==> src/rtl/rsa_decrypt_engine_if.sv <==
// Handshake and operand/result bundle for the RSA decryption engine.
// The master drives the request side; the engine is the slave.
interface rsa_decrypt_engine_if #(
    parameter int WIDTH = 16
);
    logic             start;
    logic [WIDTH-1:0] C;
    logic [WIDTH-1:0] d;
    logic [WIDTH-1:0] n;
    logic [WIDTH-1:0] M;
    logic             busy;
    logic             finish;
    logic             error;

    modport master (
        output start, C, d, n,
        input  M, busy, finish, error
    );

    modport slave (
        input  start, C, d, n,
        output M, busy, finish, error
    );
endinterface

==> src/rtl/rsa_decrypt_engine.sv <==
// RSA decryption M = C^d mod n: MSB-first square-and-multiply on top of a
// bit-serial interleaved modular multiplier, one multiplier step per clock.
module rsa_decrypt_engine #(
    parameter int WIDTH = 16
) (
    input  logic                clk,
    input  logic                reset,
    rsa_decrypt_engine_if.slave bus
);
    localparam int IW = $clog2(WIDTH);
    localparam logic [IW-1:0] TOP_IDX = IW'(WIDTH - 1);

    typedef enum logic [2:0] {IDLE, LOAD, SQR, MUL, DONE} state_t;

    state_t           state_r;
    logic [WIDTH-1:0] c_r;
    logic [WIDTH-1:0] d_r;
    logic [WIDTH-1:0] n_r;
    logic [WIDTH-1:0] r_r;
    logic [WIDTH+1:0] acc_r;
    logic [IW-1:0]    bit_r;
    logic [IW-1:0]    exp_r;
    logic [WIDTH-1:0] m_r;
    logic             busy_r;
    logic             finish_r;
    logic             error_r;

    logic [WIDTH-1:0] mul_b_s;
    logic [WIDTH+1:0] acc_next_s;
    logic [WIDTH-1:0] prod_s;
    logic [WIDTH-1:0] mul_res_s;
    logic             illegal_s;

    // One interleaved step: 2*acc + (sel ? b : 0), then fold back below n.
    // acc < n on entry, so the sum is below 3n and two subtractions suffice.
    function automatic logic [WIDTH+1:0] mod_step(
        input logic [WIDTH+1:0] acc,
        input logic [WIDTH-1:0] b,
        input logic             sel,
        input logic [WIDTH-1:0] modulus
    );
        logic [WIDTH+1:0] s;
        logic [WIDTH+1:0] nn;
        nn = {2'b00, modulus};
        if (sel) begin
            s = {acc[WIDTH:0], 1'b0} + {2'b00, b};
        end else begin
            s = {acc[WIDTH:0], 1'b0};
        end
        if (s >= nn) begin
            s = s - nn;
        end else begin
            s = s;
        end
        if (s >= nn) begin
            s = s - nn;
        end else begin
            s = s;
        end
        return s;
    endfunction

    // Multiplier datapath: squaring uses R for both operands, multiply uses R*C.
    always_comb begin
        mul_b_s    = r_r;
        if (state_r == MUL) begin
            mul_b_s = c_r;
        end else begin
            mul_b_s = r_r;
        end
        acc_next_s = mod_step(acc_r, mul_b_s, r_r[bit_r], n_r);
        prod_s     = acc_next_s[WIDTH-1:0];
        if (d_r[exp_r]) begin
            mul_res_s = prod_s;
        end else begin
            mul_res_s = r_r;
        end
        illegal_s  = (n_r < WIDTH'(2)) || (c_r >= n_r);
    end

    // Control FSM with registered handshake outputs.
    always_ff @(posedge clk) begin
        if (reset) begin
            state_r  <= IDLE;
            c_r      <= {WIDTH{1'b0}};
            d_r      <= {WIDTH{1'b0}};
            n_r      <= {WIDTH{1'b0}};
            r_r      <= {WIDTH{1'b0}};
            acc_r    <= {(WIDTH+2){1'b0}};
            bit_r    <= {IW{1'b0}};
            exp_r    <= {IW{1'b0}};
            m_r      <= {WIDTH{1'b0}};
            busy_r   <= 1'b0;
            finish_r <= 1'b0;
            error_r  <= 1'b0;
        end else begin
            case (state_r)
                IDLE: begin
                    finish_r <= 1'b0;
                    if (bus.start) begin
                        c_r     <= bus.C;
                        d_r     <= bus.d;
                        n_r     <= bus.n;
                        m_r     <= {WIDTH{1'b0}};
                        error_r <= 1'b0;
                        busy_r  <= 1'b1;
                        state_r <= LOAD;
                    end else begin
                        state_r <= IDLE;
                    end
                end
                LOAD: begin
                    if (illegal_s) begin
                        m_r      <= {WIDTH{1'b0}};
                        error_r  <= 1'b1;
                        busy_r   <= 1'b0;
                        finish_r <= 1'b1;
                        state_r  <= DONE;
                    end else begin
                        r_r     <= {{(WIDTH-1){1'b0}}, 1'b1};
                        acc_r   <= {(WIDTH+2){1'b0}};
                        bit_r   <= TOP_IDX;
                        exp_r   <= TOP_IDX;
                        state_r <= SQR;
                    end
                end
                SQR: begin
                    if (bit_r == {IW{1'b0}}) begin
                        r_r     <= prod_s;
                        acc_r   <= {(WIDTH+2){1'b0}};
                        bit_r   <= TOP_IDX;
                        state_r <= MUL;
                    end else begin
                        acc_r <= acc_next_s;
                        bit_r <= bit_r - 1'b1;
                    end
                end
                MUL: begin
                    if (bit_r == {IW{1'b0}}) begin
                        r_r   <= mul_res_s;
                        acc_r <= {(WIDTH+2){1'b0}};
                        bit_r <= TOP_IDX;
                        if (exp_r == {IW{1'b0}}) begin
                            m_r      <= mul_res_s;
                            busy_r   <= 1'b0;
                            finish_r <= 1'b1;
                            state_r  <= DONE;
                        end else begin
                            exp_r   <= exp_r - 1'b1;
                            state_r <= SQR;
                        end
                    end else begin
                        acc_r <= acc_next_s;
                        bit_r <= bit_r - 1'b1;
                    end
                end
                DONE: begin
                    finish_r <= 1'b0;
                    state_r  <= IDLE;
                end
                default: begin
                    busy_r   <= 1'b0;
                    finish_r <= 1'b0;
                    state_r  <= IDLE;
                end
            endcase
        end
    end

    assign bus.M      = m_r;
    assign bus.busy   = busy_r;
    assign bus.finish = finish_r;
    assign bus.error  = error_r;
endmodule

==> src/flat_wrapper.sv <==
// flat-port wrapper written by rule: the top's interface ports become plain ports
module rsa_decrypt_engine_flat 
#(
    parameter int WIDTH = 16
)
  (clk, reset, bus_start, bus_C, bus_d, bus_n, bus_M, bus_busy, bus_finish, bus_error);
  rsa_decrypt_engine_if #(.WIDTH(WIDTH)) bus_i ();
  input  logic clk;
  input  logic reset;
  input wire logic [$bits(bus_i.start)-1:0] bus_start;
  input wire logic [$bits(bus_i.C)-1:0] bus_C;
  input wire logic [$bits(bus_i.d)-1:0] bus_d;
  input wire logic [$bits(bus_i.n)-1:0] bus_n;
  output wire logic [$bits(bus_i.M)-1:0] bus_M;
  output wire logic [$bits(bus_i.busy)-1:0] bus_busy;
  output wire logic [$bits(bus_i.finish)-1:0] bus_finish;
  output wire logic [$bits(bus_i.error)-1:0] bus_error;
  assign bus_i.start = bus_start;
  assign bus_i.C = bus_C;
  assign bus_i.d = bus_d;
  assign bus_i.n = bus_n;
  assign bus_M = bus_i.M;
  assign bus_busy = bus_i.busy;
  assign bus_finish = bus_i.finish;
  assign bus_error = bus_i.error;
  rsa_decrypt_engine #(.WIDTH(WIDTH)) u_core (.clk(clk), .reset(reset), .bus(bus_i));
endmodule
==> config.mk <==
export PLATFORM = sky130hd
export DESIGN_NAME = rsa_decrypt_engine_flat
export DESIGN_NICKNAME = d
export VERILOG_FILES = /design/src/rtl/rsa_decrypt_engine_if.sv /design/src/rtl/rsa_decrypt_engine.sv /design/src/flat_wrapper.sv
export SDC_FILE = /design/constraint.sdc
export NUM_CORES = 1
export LEC_CHECK = 0
export ABC_AREA = 1
export BUFFER_PORTS_ARGS = -buffer_cell sky130_fd_sc_hd__buf_4
export CELL_PAD_IN_SITES_DETAIL_PLACEMENT = 1
export CELL_PAD_IN_SITES_GLOBAL_PLACEMENT = 1
export CORE_MARGIN = 2
export CORE_UTILIZATION = 47
export CTS_CLUSTER_DIAMETER = 100
export DETAILED_ROUTE_END_ITERATION = 8
export HOLD_SLACK_MARGIN = 0.02
export PLACE_DENSITY = 0.86
export SLEW_MARGIN = 20
export SYNTH_ARGS = -nofsm -noshare
export SYNTH_HDL_FRONTEND = slang
export SYNTH_SLANG_ARGS = --single-unit
export TNS_END_PERCENT = 20
==> constraint.sdc <==
create_clock -name clk -period 15.9 [get_ports clk]
set_clock_uncertainty 0.1 [all_clocks]
set_input_delay 1.59 -clock clk [delete_from_list [all_inputs] [get_ports clk]]
set_output_delay 1.59 -clock clk [all_outputs]
set_load 0.01 [all_outputs]
==> summary.txt, run 1 <==
Critical path
  – Crit-path max FO: 37
  – Worst Path Class, Setup: flip-flop to flip-flop
  – Worst EP required: 16.07 ns
  – Crit-path slowest cell: fa_1
  – Crit path buf inv count: 10
  – Levels on crit path: 47
  – Critical R2R Launch: u_core.state_r[1]
  – Crit path largest cell delay: 0.43 ns
  – Reg-to-reg endpoint: u_core.r_r[0]
  – CP Launch Type: flip-flop
  – Most frequent cell on the critical path: nand2_1
  – Critical Path AT: 8.44 ns
  – CP Capture Type: flip-flop
  – Worst r2r path cells: 47
  – R2r setup slk: 7.63 ns
  – Worst path top cell family by delay: simple AND/OR/NAND/NOR gates

Timing
  – Max_slew headroom: 35.5%
  – Final worst-path cycle share: 52.0%
  – Tmin final: 8.27 ns
  – Hold Fails Final Rpt: 0
  – Max Clk Rate: 121 MHz
  – Setup TNS: 0 ns
  – Slew Limit Fails: 0
  – Final setup violation count: 0
  – Slew @ Worst Pin: 0.965 ns
  – Post-route setup slack: 7.63 ns
  – Unrepaired setup endpoints after global routing: false

Hold path
  – Worst Hold Class: flip-flop to flip-flop
  – Hold path cells: 2
  – Hold path start: u_core.d_r[6]
  – Worst Hold End: u_core.d_r[6]

Place
  – Final GP Congestion: 0.939
  – DP Wirelength: 23400 µm
  – PortBufs: 69
  – Placed cell area: 9230 µm²
  – Worst slack, placed: 7.72 ns

Clock network
  – Reg clk slew, reported paths: 0.09 ns
  – Clk buf depth: 2
  – CTS H-tree depth: 3
  – Root Buffer: clkbuf_16
  – Post-CTS Setup Bufs: 0
  – CTS tree: done
  – Worst skew pair latency: 0.38 ns
  – Cts bufs inserted: 9
  – TritonCTS Sinks: 111
  – Hold_buf cts: 0
  – Post-CTS sizing: 0

Finish
  – Synthesis-to-finish area growth: 10.7%
  – Fin util: 53.2%
  – Ant diodes: 0
  – Final instance area: 9550 µm²
  – Nets: 1521
  – # fillers: 2522
  – Layout cells sized above 1: 9.96%

Die
  – Io pins: 70
  – Starting Density: 48.0%
  – Die area: 19500 µm²
  – Die Ht: 139 µm
  – Core area: 18000 µm²
  – Width of the die: 139 µm
  – Site Rows: 49

Global route
  – Vias in the first global route: 9549
  – Total track usage: 30.8%
  – Global-route wire length before repair: 47800 µm
  – Antenna violations before repair: 0
  – Pin count of the biggest net entering global routing: 81
  – GRT overflow: 0

Logic synthesis
  – Post-synth top cells: 445 x nand2_1, 169 x a21oi_1, 155 x inv_1
  – Mapped cell area: 8630 µm²
  – Mapped Nets: 1483
  – Yosys cell types: 50
  – Sequential cell area fraction in the yosys report: 25.8%
  – EDFF count, synth: 0
  – Syn Inst Count: 1362
  – Top FF cell, synth: dfxtp_1
  – Ys async rst share: 0%
  – Synthesis Warnings: 0
  – Area leader, netlist: dfxtp_1
  – Top-count cell post-synth: nand2_1
  – Top cell type's share of synthesized area: 25.8%
  – Mapped Avg Cell Area: 6.33 µm²
  – Yosys reg bits: 111
  – Area contributors post-synth: dfxtp_1 26%, nand2_1 19%, a21oi_1 9.8%

Drt
  – First-pass iteration count of the detailed router: 5
  – Post-DR wirelength/cell: 18.3 µm
  – Antenna viol nets, final: 0
  – Vias: 9219
  – DRC viols: 0
  – Total Wirelength: 29900 µm
  – DRT iter0 DRCs: 521
  – Via/cell ratio: 5.64

Job
  – Max-cap violations: 0

Run status
  – Status: finished, final reports clean
[flip-flops by register name (all words and copies together) (netlist names)]
| signal | cells |
|---|---|
| u_core.r_r | 16 |
| u_core.exp_r | 4 |
| u_core.c_r | 16 |
| u_core.acc_r | 17 |
| u_core.bit_r | 4 |
| u_core.n_r | 16 |
| u_core.bus.M | 16 |
| u_core.bus.busy | 1 |
| u_core.state_r | 3 |
| u_core.bus.finish | 1 |
| u_core.d_r | 16 |
| u_core.bus.error | 1 |
[layer usage]
layer | vias up | part of all wire, % | GRT usage, %
met2 | 235 | 49 | 54.2
met4 | 0 | 3.8 | 12.9
li1 | 4504 | - | -
met1 | 4408 | 43 | 37.3
met5 | - | 0 | 0
met3 | 72 | 4.2 | 4.82
[worst min-delay path, cell delays in order (launching register included)]
cell     delay, ns
dfxtp_1       0.31
inv_1         0.06
a21oi_1       0.05
[worst max-delay path by stage]
stage	slack (ns)	to	startpoint
finish	7.63	u_core.r_r[0]	u_core.state_r[1]
global route	6.90	u_core.r_r[0]	u_core.state_r[1]
CTS	7.64	u_core.r_r[0]	u_core.state_r[1]
detailed placement	7.72	u_core.r_r[0]	u_core.state_r[1]
global placement	8.02	u_core.r_r[0]	u_core.state_r[1]
floorplan	9.42	u_core.r_r[7]	u_core.state_r[1]
[cells by family after synthesis]
| logic type | share of synthesized area (%) |
|---|---|
| DFF | 25.8 |
| and+or+nand+nor | 32.5 |
| adders and majority gates | 10.4 |
| AOI/OAI and AO/OA | 18.1 |
| buffers and inverters | 9.85 |
| xor gates and xnor gates | 3.35 |
[through the flow]
step	hold slack (ns)	instances
finish	0.368	1634
global route	0.396	1634
CTS	0.366	1634
detailed placement	0.352	1618
global placement	0.350	1618
floorplan	0.326	1362
[area by class of cell]
cell class / count / area [µm²] / share of cell area (%)
inverters: 162 / 611 / 6.39
well taps: 229 / 287 / 3.00
multi-input cells: 1042 / 5560 / 58.2
clock inverters: 7 / 92.6 / 0.969
clock buffers: 9 / 225 / 2.36
flip-flops and latches: 111 / 2220 / 23.3
repair buffers: 74 / 556 / 5.82
[layout by cell type, fill, tap and decap left out, drive strengths merged, types with 3 or more instances in the layout]
cell type  count
nand3         99
o21bai         4
clkinv         4
nor3           9
buf           74
or2            3
xor2          20
o21a           3
inv          164
and2           3
o21ai        106
fa             3
nand2        460
nor4           5
nor2          52
a21oi        171
clkbuf         9
nand4          9
dfxtp        111
ha            67
xnor2         13
Power of run 1 is left out: the tool's default activity adds up to more than one toggle a clock period on the data nets, which glitch-free logic cannot reach.
==> run 2, diff against run 1 <==
- ABC_AREA: 1 -> 0
- CORE_UTILIZATION: 47 -> 41
- PLACE_DENSITY: 0.86 -> 0.77
- clock period: 15.9 -> 7.2 ns (I/O delays scaled with it)
==> summary.txt, run 2 <==
Hold path
  – Worst Hold Class: flip-flop to flip-flop
  – Hold path start: u_core.d_r[5]
  – Worst Hold End: u_core.d_r[5]
  – Hold path cells: 2 (unchanged)

Place
  – Inst Count DP: 1272 (-21%)
  – PortBufs: 69 (unchanged)
  – Worst slack, placed: -0.181 ns (-7.90 ns)
  – Final GP Congestion: 0.932 (-0.70%)
  – DP Wirelength: 19700 µm (-16%)

Die
  – Die area: 19800 µm² (+1.6%)
  – Width of the die: 141 µm (+0.80%)
  – Starting Density: 42.1% (-5.9 points)
  – Site Rows: 49 (unchanged)
  – Io pins: 70 (unchanged)
  – Core area: 18100 µm² (+1.0%)
  – Die Ht: 141 µm (+0.80%)

Finish
  – Nets: 1190 (-22%)
  – Ant diodes: 0 (unchanged)
  – Most frequent cells in the layout: 211 x nand2_1, 114 x buf_4, 108 x dfxtp_1, 104 x a21oi_1, 52 x ha_1
  – Layout cells sized above 1: 21.7% (+12 points)
  – Fin cells: 1303 (-20%)
  – Largest register FFs: 17 (unchanged)
  – Synthesis-to-finish area growth: 22.2%
  – Biggest register: u_core.acc_r
  – Commonest non-fill, non-tap cell in the layout: nand2_1

Drt
  – Met2 Routed Length: 12800 µm (-13%)
  – DRC viols: 0 (unchanged)
  – Via/cell ratio: 5.77 (+2.3%)
  – Met3 routed WL: 916 µm (-28%)
  – Post-DR wirelength/cell: 20.0 µm (+9.7%)
  – Antenna viol nets, final: 0 (unchanged)
  – Uppermost routed layer: met4
  – Wire length on met1: 11600 µm (-8.5%)
  – Vias: 7523 (-18%)
  – First-pass iteration count of the detailed router: 7 (+2)
  – DRT iter0 DRCs: 356 (-32%)
  – Total Wirelength: 26100 µm (-13%)

Logic synthesis
  – Area leader, netlist: dfxtp_1
  – Yosys reg bits: 111 (unchanged)
  – Top FF cell, synth: dfxtp_1
  – Mux cell area share after synthesis: 8.65% (+8.7 points)
  – Sequential cell area fraction in the yosys report: 29.1% (+3.3 points)
  – Area share of xor/xnor cells in the synthesized design: 4.81% (+1.5 points)
  – Adder-Cell Fraction of Synth Area: 11.7% (+1.3 points)
  – Mapped cell area: 7650 µm² (-11%)
  – Syn Inst Count: 985 (-28%)
  – EDFF count, synth: 0 (unchanged)
  – Post-synth top cells: 214 x nand2_1, 113 x a21oi_1, 111 x dfxtp_1
  – Synthesis Warnings: 0 (unchanged)
  – Compound-Gate Fraction of Synth Area: 21.8% (+3.7 points)
  – Area contributors post-synth: dfxtp_1 29%, ha_1 11%, nand2_1 11%
  – Mapped Avg Cell Area: 7.77 µm² (+23%)
  – Yosys cell types: 65 (+30%)
  – Top-count cell post-synth: nand2_1
  – Synth Area in Simple Gates: 19.2% (-13 points)
  – Largest family of logic cells by synthesized area: compound AO/OA/AOI/OAI gates
  – Ys async rst share: 0% (unchanged)
  – Mapped Nets: 1106 (-25%)
  – Top cell type's share of synthesized area: 29.1% (+3.3 points)

Critical path
  – Crit-path max FO: 9 (-76%)
  – Critical Path AT: 7.21 ns (-1.23 ns)
  – CP Capture Type: flip-flop
  – R2r setup slk: 0.18 ns (-7.45 ns)
  – Critical R2R Launch: u_core.state_r[1]
  – Worst Path Class, Setup: flip-flop to flip-flop
  – Crit-path slowest cell: or4_4
  – Crit path largest cell delay: 0.53 ns (+0.10 ns)
  – Worst r2r path cells: 32 (-32%)
  – CP Launch Type: flip-flop
  – Reg-to-reg endpoint: u_core.r_r[0]
  – Worst EP required: 7.39 ns (-8.68 ns)

Clock network
  – CTS H-tree depth: 3 (unchanged)
  – Reg clk slew, reported paths: 0.08 ns (about the same)
  – CTS tree: done
  – Worst skew pair latency: 0.37 ns (about the same)
  – Root Buffer: clkbuf_16
  – Hold_buf cts: 0 (unchanged)
  – TritonCTS Sinks: 111 (unchanged)
  – Cts bufs inserted: 9 (unchanged)
  – Clk buf depth: 2 (unchanged)

Timing
  – Max_slew headroom: 29.7% (-5.8 points)
  – Slew @ Worst Pin: 1.05 ns (+0.0855 ns)
  – Post-route setup slack: 0.183 ns (-7.45 ns)
  – Final setup violation count: 0 (unchanged)
  – Hold Fails Final Rpt: 0 (unchanged)
  – Slew Limit Fails: 0 (unchanged)
  – Max Clk Rate: 143 MHz (+18%)
  – Final worst-path cycle share: 97.5% (+45 points)
  – Tmin final: 7.02 ns (-1.25 ns)

Global route
  – Antenna violations before repair: 0 (unchanged)
  – Pin count of the biggest net entering global routing: 71 (-12%)
  – Global-route wire length before repair: 40200 µm (-16%)
  – GRT overflow: 0 (unchanged)
  – Vias in the first global route: 7640 (-20%)
  – Total track usage: 25.8% (-5.0 points)

Job
  – Max-cap violations: 0 (unchanged)

Run status
  – Status: finished, final reports clean
==> run 2: layout make-up <==
type	count	area (µm²)
fill	2240	8800
multi-input combinational	784	5430
sequential	111	2230
timing repair buffer	120	946
tap	229	287
clock buffer	10	239
inverter	43	161
clock inverter	6	55.1
==> run 2: worst max-delay path, delay by kind of cell (launching register included) <==
kind,cells,cell delay [ns]
multiplexers,3,0.96
AO/OA/AOI/OAI,11,2.24
AND/OR/NAND/NOR,11,1.90
adder cells (fa/ha/maj),3,0.85
buffers and inverters,3,0.43
flip-flops,1,0.37
XOR/XNOR,1,0.08
==> run 2: metal layers <==
metal | vias up | track usage (%)
li1 | 3636 | -
met1 | 3643 | 33.5
met2 | 187 | 43.3
met3 | 57 | 3.57
met4 | 0 | 11.0
met5 | - | 0
==> run 2: per-stage QoR <==
step | cell area, µm² | util, % | hold WS [ns] | TNS [ns]
4_1_cts | 8930 | 49.2 | 0.359 | 0
2_1_floorplan | 7650 | - | 0.333 | 0
6_report | 9350 | 51.5 | 0.355 | 0
3_3_place_gp | 8550 | 47.1 | 0.341 | 0
3_5_place_dp | 8550 | 47.1 | 0.347 | -3.82
5_1_grt | 9350 | 51.5 | 0.379 | -4.02
==> run 2: worst max-delay path by stage <==
stage	startpoint	end	slack (ns)	depth (start not counted)
5_1_grt	u_core.state_r[1]	u_core.r_r[0]	-0.16	34
2_1_floorplan	u_core.state_r[1]	u_core.r_r[0]	0.02	36
6_report	u_core.state_r[1]	u_core.r_r[0]	0.18	32
3_3_place_gp	u_core.state_r[1]	u_core.acc_r[7]	0.07	33
4_1_cts	u_core.state_r[0]	u_core.r_r[0]	0.006	31
3_5_place_dp	u_core.state_r[1]	u_core.acc_r[3]	-0.18	33
==> run 2: repair_timing <==
item,in CTS,in global routing
endpoints found under the setup margin,48,49
endpoints found under the hold margin,0,0
setup buffers,1,12
gates cloned,0,2
pin swaps,0,17
gates resized for setup,16,61
==> run 2: cells by family after synthesis <==
group	count (synthesis)
DFF	111
muxes	51
xor gates and xnor gates	42
AOI/OAI and AO/OA	282
and+or+nand+nor	339
adders and majority gates	70
buffers and inverters	90
Power of run 2 is left out for the same reason.
